<file path="src/rtl/ncl_digit_counter_pipe.sv">
// ncl_digit_counter_pipe: WIDTH-digit binary counter, one NCL-style dual-rail stage per digit.
// Carries ripple one digit per clock through single-slot carry registers.
module ncl_digit_counter_pipe #(
    parameter int WIDTH = 32,
    parameter logic [WIDTH-1:0] INIT_VALUE = '0
) (
    input  logic               clk,
    input  logic               init_n,
    input  logic               en,
    input  logic [WIDTH-1:0]   sumcomp,
    output logic [2*WIDTH-1:0] sum,
    output logic [WIDTH-1:0]   count,
    output logic               wrap,
    output logic               idle
);
    logic [WIDTH-1:0]   v_q, v_d, p_q, p_d;
    logic [2*WIDTH-1:0] sum_q, sum_d;
    logic [WIDTH-1:1]   cv_q, cv_d, cb_q, cb_d;
    logic               wrap_q, wrap_d, idle_q, idle_d;
    logic [WIDTH-1:0]   fire, ret, cin, s, co;
    logic [WIDTH:0]     cvx;

    always_comb begin
        // Digit 0 always has a valid carry-in; the top digit never sees a full slot above it.
        cvx = {1'b0, cv_q, 1'b1};
        cin = {cb_q, en};
        fire = ~p_q & ~sumcomp & cvx[WIDTH-1:0] & ~cvx[WIDTH:1];
        ret = p_q & sumcomp;
        s = v_q ^ cin;
        co = fire & v_q & cin;
        v_d = v_q ^ (fire & cin);
        p_d = (p_q | fire) & ~ret;
        cv_d = (cv_q & ~fire[WIDTH-1:1]) | fire[WIDTH-2:0];
        cb_d = (cb_q & ~fire[WIDTH-2:0]) | co[WIDTH-2:0];
        wrap_d = co[WIDTH-1];
        idle_d = ~|cv_d;
        sum_d = sum_q;
        for (int i = 0; i < WIDTH; i++)
            sum_d[2*i +: 2] = fire[i] ? {s[i], ~s[i]} : ret[i] ? 2'b00 : sum_q[2*i +: 2];
    end

    always_ff @(posedge clk or negedge init_n) begin
        if (!init_n) begin
            v_q <= INIT_VALUE;
            p_q <= '0;
            sum_q <= '0;
            cv_q <= '0;
            cb_q <= '0;
            wrap_q <= 1'b0;
            idle_q <= 1'b1;
        end else begin
            v_q <= v_d;
            p_q <= p_d;
            sum_q <= sum_d;
            cv_q <= cv_d;
            cb_q <= cb_d;
            wrap_q <= wrap_d;
            idle_q <= idle_d;
        end
    end

    for (genvar g = 0; g < WIDTH; g++) begin : g_rail_chk
        assert property (@(posedge clk) disable iff (!init_n) sum_q[2*g +: 2] != 2'b11);
    end

    assign sum = sum_q;
    assign count = v_q;
    assign wrap = wrap_q;
    assign idle = idle_q;
endmodule

</file>
<file path="config.mk">
export PLATFORM = sky130hd
export DESIGN_NAME = ncl_digit_counter_pipe
export DESIGN_NICKNAME = d
export VERILOG_FILES = /design/src/rtl/ncl_digit_counter_pipe.sv
export SDC_FILE = /design/constraint.sdc
export NUM_CORES = 1
export LEC_CHECK = 0
export ABC_AREA = 1
export CORE_MARGIN = 2
export CORE_UTILIZATION = 45
export CTS_CLUSTER_SIZE = 14
export DETAILED_ROUTE_END_ITERATION = 16
export HOLD_SLACK_MARGIN = 0.08
export MAX_ROUTING_LAYER = met4
export PLACE_DENSITY = 0.7
export SETUP_SLACK_MARGIN = 0.1
export SLEW_MARGIN = 5
export SYNTH_ARGS = -nofsm -noshare
export SYNTH_HDL_FRONTEND = slang
export SYNTH_SLANG_ARGS = --single-unit
</file>
<file path="constraint.sdc">
create_clock -name clk -period 3.12 [get_ports clk]
set_clock_uncertainty 0.05 [all_clocks]
set_input_delay 0.624 -clock clk [delete_from_list [all_inputs] [get_ports clk]]
set_output_delay 0.624 -clock clk [all_outputs]
set_load 0.01 [all_outputs]
</file>
==> impl_metrics.csv <==
group,metric,value,unit
status,status,"finished, final reports clean",
setup_path,crit_chain,"clkdlybuf4s50_1",
power,powerDensity,811.8,nW/um2
sta,hold_ws,0.1119,ns
finish,final_core_util,58.78,%
sta,setup_viol,0,
setup_path,arrival,1.48,ns
logic_synthesis,yosys.area.top_type,"dfrtp_1",
drt,dr_total_vias,5968,
clock_tree,cts_buffer_depth,2,
logic_synthesis,synth_nets,877,
clock_tree,path_clk_slew,0.07,ns
logic_synthesis,synth-xor-area-share,3.499,%
drt,drtPass1Iterations,5,
drt,wl,15950,um
drt,drt.antenna.violating_nets,0,
finish,nets,1031,
logic_synthesis,synth_mux_area_share,0,%
setup_path,worst_path_largest_cell_delay,0.54,ns
die,start_util,45.50,%
placed_design,port-buffer-count,132,
clock_tree,insertion_delay,0.42,ns
die,fp.dieH,135.3,um
sta,hold_violations,0,
logic_synthesis,yosys.area_share.simple,26.51,%
global_routing,grt_antenna_before_repair,0,
logic_synthesis,yosysSeqAreaShare,61.93,%
logic_synthesis,yosys_warnings,0,
sta,fin_crit_sh,69.16,%
clock_tree,numClockSinks,192,
logic_synthesis,syn_inst,842,
die,die_area,18310,um2
die,core_area,17060,um2
sta,setup_tns,0,ns
setup_path,cp_slowest_cell,"clkdlybuf4s50_1",
power,ir_drop,0.4455,mV
logic_synthesis,synth_top_family_by_area,"simple AND/OR/NAND/NOR gates",
setup_path,cp_top_family,"buffers and inverters",
power,power,0.008139,W
finish,syn2layout_area_growth,29.20,%
drt,route.detailed.drc,0,
global_routing,grt_pass1_wl,26630,um
logic_synthesis,ys_ff_latch,192,
placed_design,gp_congestion,0.7996,
global_routing,grt_pass1_vias,5697,
setup_path,required,2.45,ns
clock_tree,cts_tree,"built",
logic_synthesis,synth_cell_types,17,
clock_tree,clock-root-buffer,"clkbuf_16",
setup_path,cp_max_fo,1,
global_routing,grtUsageMet3,5.051,%
clock_tree,cts_setup_buffers,0,
sta,final_max_slew_viol_count,0,
logic_synthesis,synth-compound-area-share,5.982,%
power,p_int,0.005441,W
global_routing,grt_overflow_total,0,
sta,min_period,2.158,ns
finish,antenna_cells,0,
logic_synthesis,synth_area,7760,um2
sta,max_freq,463.4,MHz
die,pin_count,133,
setup_path,crit_path_end_kind,"output port",
global_routing,grt_use_met2,27.78,%
finish,layout-drive-gt1-share,7.044,%
drt,drt_iter0_drc,312,
die,rows,48,
placed_design,place_hpwl,11580,um
clock_tree,htree_levels,4,
flow_run,drv_cap,0,
clock_tree,postCtsResizedCells,0,
drt,wl_per_cell,12.93,um
logic_synthesis,syn_area_per_cell,9.216,um2
power,leakage,5.016,nW
drt,vias_per_cell,4.840,
power,pwr-share-clk,27.9,%
die,die_width,135.3,um
clock_tree,cts_made_buffers,17,
sta,relSlewSlack,67.34,%
global_routing,grt_use_total,18.77,%
setup_path,critPathKind,"reg2out",
sta,rsz0062_at_grt,"no",
logic_synthesis,synthAdderAreaFrac,0,%
min_path,hold_path_class,"in2async",
logic_synthesis,netlist.area_leader.share,61.59,%
power,pwr-share-seq,43.9,%
global_routing,use_met1,25.29,%
clock_tree,hold_buffers,0,
global_routing,top_usage_layer,"met2",
sta,tightest_slew,0.4899,ns
setup_path,start_kind,"register",
power,power_frac_comb,28.1,%
power,swShare,33.15,%
logic_synthesis,yosys-top-cells-area,"dfrtp_1 62%, nand2_1 12%, nand3_1 5.3%",
setup_path,path_buf_inv,1,
power,power.switching,0.002698,W
global_routing,grt_max_degree,79,
-- through the flow --
stage / setup WS, ns / area [um2] / cells
floorplan: 1.612 / 7760 / 842
global placement: 0.8226 / 9402 / 1202
detailed placement: 0.7888 / 9402 / 1202
CTS: 0.9171 / 10030 / 1233
global route: 0.9220 / 10030 / 1233
finish: 0.9622 / 10030 / 1233
-- power groups by stage --
| stage | clock (W) | sequential (W) | combinational, W |
|---|---|---|---|
| after floorplan | 0 | 0.00364 | 0.00129 |
| after global placement | 0 | 0.00361 | 0.00226 |
| after detailed placement | 0 | 0.00361 | 0.00231 |
| after CTS | 0.00234 | 0.00358 | 0.00232 |
| after global routing | 0.00243 | 0.00367 | 0.00261 |
| final | 0.00227 | 0.00358 | 0.00229 |
-- synth_stat cells --
cell type,instances
a21boi_0,1
a21oi_1,21
dfrtp_1,191
dfstp_2,1
inv_1,42
inv_2,1
nand2_1,253
nand2_2,16
nand3_1,82
nand3_2,5
nand4_1,11
nor2_1,100
nor2_2,14
nor3_1,3
o21ai_0,69
o22ai_1,1
xor2_1,31
-- per-layer routing --
layer,part of all wire [%],wire [um],vias to the layer above
met5,0,0,-
met1,48,7707,2795
met3,5.1,808,17
li1,-,-,3055
met2,45,7188,101
met4,1.5,241,0
-- layout by cell type, fill, tap and decap left out, drive strengths merged --
cell type and n:
a21boi 1, a21oi 21, buf 3, bufinv 3, clkbuf 24, clkdlybuf4s50 131
clkinv 1, clkinvlp 3, dfrtp 191, dfstp 1, inv 44, nand2 269
nand3 87, nand4 11, nor2 114, nor3 3, o21ai 69, o22ai 1
xor2 31
-- sequential cells by signal (all words and copies together) (netlist names) --
signal  count
sum        64
wrap        1
cb_q       31
p_q        32
cv_q       31
count      32
idle        1
-- worst paths after layout --
kind	startpoint	end	slack, ns	depth (start not counted)
min in group clk	cv_q[13]	cv_q[13]	0.45	2
setup / recovery	idle	idle	0.96	1
hold reg to reg	cv_q[13]	cv_q[13]	0.45	2
max in group asynchronous	init_n	cb_q[7]	2.13	2
setup reg to reg	cv_q[6]	idle	1.50	9
hold / removal	init_n	count[22]	0.11	1
-- area by class of cell --
| type | instances | area, um2 |
|---|---|---|
| clock buffers | 23 | 498.0 |
| clock inverters | 8 | 126.4 |
| fillers | 1522 | 7030 |
| inverters | 43 | 161.4 |
| multi-input cells | 607 | 2793 |
| flip-flops and latches | 192 | 4806 |
| well taps | 225 | 281.5 |
| repair buffers | 135 | 1360 |
-- logic make-up (layout without fill, tap and decap cells) --
| family | after synthesis | in the layout |
|---|---|---|
| AOI/OAI and AO/OA | 92 | 92 |
| xor gates and xnor gates | 31 | 31 |
| buffers and inverters | 43 | 209 |
| DFF | 192 | 192 |
| and+or+nand+nor | 484 | 484 |
(Power assumes the default switching activity.)
